## src/rtl/hazard_pkg.sv

```systemverilog
// hazard_pkg: shared types and constants for the pipeline hazard controller.
//   - hazard_state_e : memory-sequencing FSM states
//   - FWD_*          : E-stage operand forwarding select encodings
//   - RESULT_MEM     : ResultSrc encoding that marks a load
//   - fwd_sel()      : forwarding select for one E-stage operand
package hazard_pkg;

   typedef enum logic [0:0] {
      RUN      = 1'b0,
      MEM_WAIT = 1'b1
   } hazard_state_e;

   localparam logic [1:0] FWD_RF     = 2'b00;
   localparam logic [1:0] FWD_W      = 2'b01;
   localparam logic [1:0] FWD_M      = 2'b10;
   localparam logic [1:0] RESULT_MEM = 2'b01;

   // M is the younger producer, so it wins over W. x0 is never forwarded.
   function automatic logic [1:0] fwd_sel(
      input logic [4:0] rs,
      input logic       reg_write_m,
      input logic [4:0] rd_m,
      input logic       reg_write_w,
      input logic [4:0] rd_w
   );
      if (reg_write_m && (rd_m != 5'd0) && (rd_m == rs))
         return FWD_M;
      else if (reg_write_w && (rd_w != 5'd0) && (rd_w == rs))
         return FWD_W;
      else
         return FWD_RF;
   endfunction

endpackage

```

## src/rtl/hazard_ctrl_sat_counter.sv

```systemverilog
// sat_counter: saturating up-counter.
//   clk_i   : clock
//   rst_i   : synchronous active-high clear
//   en_i    : increment this cycle
//   count_o : current count, sticks at all-ones
module sat_counter #(
   parameter int WIDTH = 32
) (
   input  logic             clk_i,
   input  logic             rst_i,
   input  logic             en_i,
   output logic [WIDTH-1:0] count_o
);

   logic [WIDTH-1:0] count_q;
   logic [WIDTH-1:0] count_d;

   always_comb begin
      count_d = count_q;
      if (en_i && (count_q != '1))
         count_d = count_q + WIDTH'(1);
   end

   always_ff @(posedge clk_i) begin
      if (rst_i)
         count_q <= '0;
      else
         count_q <= count_d;
   end

   assign count_o = count_q;

endmodule

```

## src/rtl/hazard_ctrl.sv

```systemverilog
// hazard_ctrl: hazard detection, forwarding and memory wait-state sequencing
// for the five-stage pipeline.
//   Inputs : register indices and control bits of D/E/M/W, PCSrcE,
//            MemReqM/MemReadyM handshake from data memory.
//   Outputs: StallF/D/E/M, FlushD/E/W pipeline-register enables,
//            ForwardAE/BE operand selects, sticky MemErr,
//            StallCycles/FlushCycles saturating counters,
//            dbg_state_o exposing the memory FSM state.
// Handshake: an M-stage access is requested by MemReqM and completes in the
// first cycle MemReadyM is high; the M instruction is held (with the younger
// stages) until then or until the wait counter expires.
module hazard_ctrl
   import hazard_pkg::*;
#(
   parameter int MEM_TIMEOUT = 64,
   parameter int CNT_WIDTH   = 32
) (
   input  logic                 clk,
   input  logic                 rst,
   input  logic [4:0]           Rs1D,
   input  logic [4:0]           Rs2D,
   input  logic [4:0]           Rs1E,
   input  logic [4:0]           Rs2E,
   input  logic [4:0]           RdE,
   input  logic [4:0]           RdM,
   input  logic [4:0]           RdW,
   input  logic [1:0]           ResultSrcE,
   input  logic                 RegWriteM,
   input  logic                 RegWriteW,
   input  logic                 PCSrcE,
   input  logic                 MemReqM,
   input  logic                 MemReadyM,
   output logic                 StallF,
   output logic                 StallD,
   output logic                 StallE,
   output logic                 StallM,
   output logic                 FlushD,
   output logic                 FlushE,
   output logic                 FlushW,
   output logic [1:0]           ForwardAE,
   output logic [1:0]           ForwardBE,
   output logic                 MemErr,
   output logic [CNT_WIDTH-1:0] StallCycles,
   output logic [CNT_WIDTH-1:0] FlushCycles,
   output hazard_state_e        dbg_state_o
);

   localparam int WCW = $clog2(MEM_TIMEOUT);

   hazard_state_e  state_q, state_d;
   logic [WCW-1:0] wait_cnt_q, wait_cnt_d;
   logic           mem_err_q, mem_err_d;

   logic timeout;
   logic mem_stall;
   logic lw_stall;

   assign timeout   = (state_q == MEM_WAIT) && !MemReadyM &&
                      (wait_cnt_q == WCW'(MEM_TIMEOUT - 1));
   assign mem_stall = ((state_q == RUN) && MemReqM && !MemReadyM) ||
                      ((state_q == MEM_WAIT) && !MemReadyM && !timeout);
   assign lw_stall  = (ResultSrcE == RESULT_MEM) && (RdE != 5'd0) &&
                      ((RdE == Rs1D) || (RdE == Rs2D));

   // Pipeline-register enables. A memory stall freezes everything up to M,
   // which also holds back a pending branch flush or load-use bubble in E
   // until the wait ends.
   always_comb begin
      StallF    = 1'b0;
      StallD    = 1'b0;
      StallE    = 1'b0;
      StallM    = 1'b0;
      FlushD    = 1'b0;
      FlushE    = 1'b0;
      FlushW    = 1'b0;
      ForwardAE = FWD_RF;
      ForwardBE = FWD_RF;
      if (rst) begin
         FlushD = 1'b1;
         FlushE = 1'b1;
         FlushW = 1'b1;
      end else begin
         ForwardAE = fwd_sel(Rs1E, RegWriteM, RdM, RegWriteW, RdW);
         ForwardBE = fwd_sel(Rs2E, RegWriteM, RdM, RegWriteW, RdW);
         if (mem_stall) begin
            StallF = 1'b1;
            StallD = 1'b1;
            StallE = 1'b1;
            StallM = 1'b1;
            FlushW = 1'b1;
         end else begin
            StallF = lw_stall;
            StallD = lw_stall;
            FlushE = lw_stall | PCSrcE;
            FlushD = PCSrcE;
            // An abandoned access retires as a bubble.
            FlushW = timeout;
         end
      end
   end

   always_comb begin
      state_d    = state_q;
      wait_cnt_d = wait_cnt_q;
      mem_err_d  = mem_err_q;
      case (state_q)
         RUN: begin
            if (MemReqM && !MemReadyM) begin
               state_d    = MEM_WAIT;
               wait_cnt_d = '0;
            end
         end
         MEM_WAIT: begin
            if (MemReadyM) begin
               state_d = RUN;
            end else if (timeout) begin
               state_d   = RUN;
               mem_err_d = 1'b1;
            end else begin
               wait_cnt_d = wait_cnt_q + WCW'(1);
            end
         end
         default: state_d = RUN;
      endcase
   end

   always_ff @(posedge clk) begin
      if (rst) begin
         state_q    <= RUN;
         wait_cnt_q <= '0;
         mem_err_q  <= 1'b0;
      end else begin
         state_q    <= state_d;
         wait_cnt_q <= wait_cnt_d;
         mem_err_q  <= mem_err_d;
      end
   end

   assign MemErr      = mem_err_q;
   assign dbg_state_o = state_q;

   sat_counter #(.WIDTH(CNT_WIDTH)) u_stall_cnt (
      .clk_i   (clk),
      .rst_i   (rst),
      .en_i    (StallF),
      .count_o (StallCycles)
   );

   sat_counter #(.WIDTH(CNT_WIDTH)) u_flush_cnt (
      .clk_i   (clk),
      .rst_i   (rst),
      .en_i    (FlushE),
      .count_o (FlushCycles)
   );

endmodule

```

## config.mk

```make
export PLATFORM = sky130hd
export DESIGN_NAME = hazard_ctrl
export DESIGN_NICKNAME = d
export VERILOG_FILES = /design/src/rtl/hazard_pkg.sv /design/src/rtl/hazard_ctrl_sat_counter.sv /design/src/rtl/hazard_ctrl.sv
export SDC_FILE = /design/constraint.sdc
export NUM_CORES = 1
export LEC_CHECK = 0
export ABC_AREA = 1
export CELL_PAD_IN_SITES_DETAIL_PLACEMENT = 0
export CELL_PAD_IN_SITES_GLOBAL_PLACEMENT = 1
export CORE_MARGIN = 8
export CORE_UTILIZATION = 31
export CTS_CLUSTER_SIZE = 40
export DETAILED_ROUTE_END_ITERATION = 12
export GPL_TIMING_DRIVEN = 0
export PLACE_DENSITY = 0.82
export SYNTH_ARGS = -nofsm -noshare
export SYNTH_HDL_FRONTEND = slang
export SYNTH_HIERARCHICAL = 1
export SYNTH_SLANG_ARGS = --single-unit
```

## constraint.sdc

```tcl
create_clock -name clk -period 2.4 [get_ports clk]
set_input_delay 0.72 -clock clk [delete_from_list [all_inputs] [get_ports clk]]
set_output_delay 0.72 -clock clk [all_outputs]
set_load 0.005 [all_outputs]
```

==> results by group <==
Outcome
  • Status: complete, but fails checks
  • Violated checks: setup timing

GRT
  • Initial antenna violation count: 0
  • Overall Global Routing Usage: 0.163
  • Pin count of the biggest net entering global routing: 12
  • Number of global-route vias before repair: 5,224
  • Congestion Overflow GR: 0
  • Global-route wire length before repair: 26.7 mm

Finish
  • Fin area: 7140 um2
  • Share of cells above drive strength 1: 0.222
  • Final core area utilization: 0.437
  • Antenna diode count: 0
  • Area Overhead vs Synth: 39.5%
  • Layout net count: 1,023
  • Fillers: 1,798
  • Non-Filler Instances: 1,200

Synth
  • EDFF count, synth: 0
  • Register bit total from synthesis: 72
  • Synth top area share: 0.282
  • Most common cell in the netlist: nand2_1
  • Netlist cell types: 34
  • Primary FF master, synth: dfxtp_1
  • Syn Nets: 872
  • Top post-synthesis cells by count: nand2_1 (219), nor2_1 (171), inv_1 (80)
  • Ys Warns: 6
  • Post-Syn Area: 5120 um2
  • Gate Count Post-Synth: 825
  • Synth area leader: dfxtp_1
  • Avg Cell Area, Syn: 6.21 um2
  • Synth async-reset ratio: 0
  • Synth area leaders: dfxtp_1 (28%), nand2_1 (16%), nor2_1 (13%)
  • Sequential element share of the synthesized area: 0.282

Setup path
  • CP Cell Sequence: clkdlybuf4s15_2 -> nor2_4 -> o21ai_4 -> nand2_4 -> buf_6 -> clkinv_4 -> nand3_4 -> nand2_4 -> buf_6
  • Crit. path cell count: 9
  • Slowest cell on crit path: clkdlybuf4s15_2
  • Crit Path Max Fanout: 2
  • Crit path largest cell delay: 0.21 ns
  • Cell family with most CP delay: buffers and inverters
  • CP endpoint kind: primary output
  • Worst reg2reg path depth: 18
  • Buf/Inv on CP: 4
  • Critical Setup Path Class: in2out
  • CP required: 1.68 ns
  • Crit path launch type: input port
  • Critical path arrival: 1.69 ns

STA
  • Final-report setup violation count: 1
  • Setup ws final: -0.00963 ns
  • Hold slack: 0.447 ns
  • Fin. max-slew vios: 0
  • Worst slew margin: 0.707
  • RSZ-0062 raised after global routing: yes
  • Maximum clock rate: 0.415 GHz
  • Min cycle time layout: 2.41 ns
  • Clock Skews: 0.00682 ns
  • Final Hold Fails: 0
  • Slew @ Worst Pin: 0.437 ns
  • Tcrit/Tclk final: 1.00
  • Setup tns final: -0.00963 ns

Drt
  • Residual DRC: 0
  • Post-DRT Antenna Nets: 0
  • Vias post-DR: 5,599
  • Wire per inst: 14.1 um
  • TritonRoute pass-1 iters: 5
  • DR vias/cell: 4.67
  • Iter 0 DRT Violations: 297
  • Post-Route WL: 16.9 mm

Clocking
  • CTS Buf Count: 9
  • CTS tree: yes
  • H-tree depth: 3
  • Skew-Pair Late Insertion Delay: 0.34 ns
  • CTS sink count: 72
  • Clk slew on worst S/H paths: 0.05 ns
  • Root buffer cell: clkbuf_16
  • Longest Clk Path Bufs: 2

Place
  • Post-DP Area: 6600 um2
  • RePlAce Congestion: 0.831
  • DP Worst Slack: -1.63 ns
  • Placed insts: 1,165
  • Dpl hpwl: 12.8 mm
  • Port Buf Inserts: 120

Floorplanning
  • DIE HEIGHT: 145 um
  • Die W: 145 um
  • Starting density of the core: 0.313
  • Io pins: 121
  • # rows: 47
  • Core ar.: 16,300 um2
  • Die ar.: 20,900 um2

Pwr
  • Pleak: 3.12 nW
  • Worst vdd ir: 0.340 mV
  • Power per Cell Area: 396 nW/um2
  • Final Total Pwr: 2.83 mW

Job
  • Max-cap violations: 0

Hold path
  • Hold depth: 2
  • Worst min path class: reg2reg
[timing repair]
action / 4_1_cts / 5_1_grt
gates cloned: 0 / 0
gates resized for setup: 179 / 73
setup endpoints to repair: 75 / 35
pin swaps: 40 / 36
hold buffers: 0 / 0
buffers inserted: 15 / 5
[per-layer routing]
metal / GRT usage / share of wire / up-vias
li1: - / - / 2914
met1: 0.204 / 0.46 / 2532
met2: 0.269 / 0.47 / 137
met3: 0.0399 / 0.056 / 16
met4: 0.0509 / 0.012 / 0
met5: 0 / 0 / -
[cells by family (layout without fill, tap and decap cells)]
logic type	after synthesis	count (layout)	synth area share
flip-flops	72	72	0.282
XOR/XNOR	21	21	0.0359
buffers and inverters	113	268	0.101
AO/OA/AOI/OAI	63	63	0.0677
AND/OR/NAND/NOR	553	553	0.507
adder cells (fa/ha/maj)	3	3	0.00733
[final timing paths]
check | end | from | slack, ns
worst max-delay path | FlushE | MemReadyM | -0.01
worst min-delay path | MemErr | MemErr | 0.45
worst max register to register | u_flush_cnt/count_o[25] | wait_cnt_q[0] | 0.11
worst min register to register | MemErr | MemErr | 0.45
[registers in the layout (all words and copies together) (netlist names)]
| signal | flops |
|---|---|
| MemErr | 1 |
| u_stall_cnt/count_o | 32 |
| u_flush_cnt/count_o | 32 |
| dbg_state_o | 1 |
| wait_cnt_q | 6 |
[tightest hold or removal path, stage by stage, from the launching register on]
cell	delay [ns]
dfxtp_1	0.30
inv_1	0.04
a21oi_1	0.05
[report_power, final]
part | internal [mW] | switching, mW | leakage [nW] | total (mW)
sequential | 1.20 | 0.00954 | 0.582 | 1.21
combinational | 0.158 | 0.181 | 2.41 | 0.339
clock | 0.747 | 0.531 | 0.134 | 1.28
[layout by cell type (no fill, tap or decap), types with 16 or more instances in the layout]
cell type	n
nand2_1	212
nor2_1	155
inv_1	75
dfxtp_1	70
clkdlybuf4s50_1	68
nand3_1	59
a21oi_1	42
nand4_1	24
nor2_2	23
buf_4	21
buf_2	21
buf_6	18
clkbuf_2	17
nand3_2	16
nand2_2	16
[cell type report]
class	count	area, um2	area share
sequential	72	1450	0.202
clock inverter	3	17.5	0.00245
tap	220	275	0.0385
clock buffer	12	256	0.0359
buffer	19	186	0.0261
inverter	94	373	0.0522
timing repair buffer	140	1200	0.169
multi-input combinational	640	3380	0.474
No activity file was read; power rests on OpenSTA's default activity.
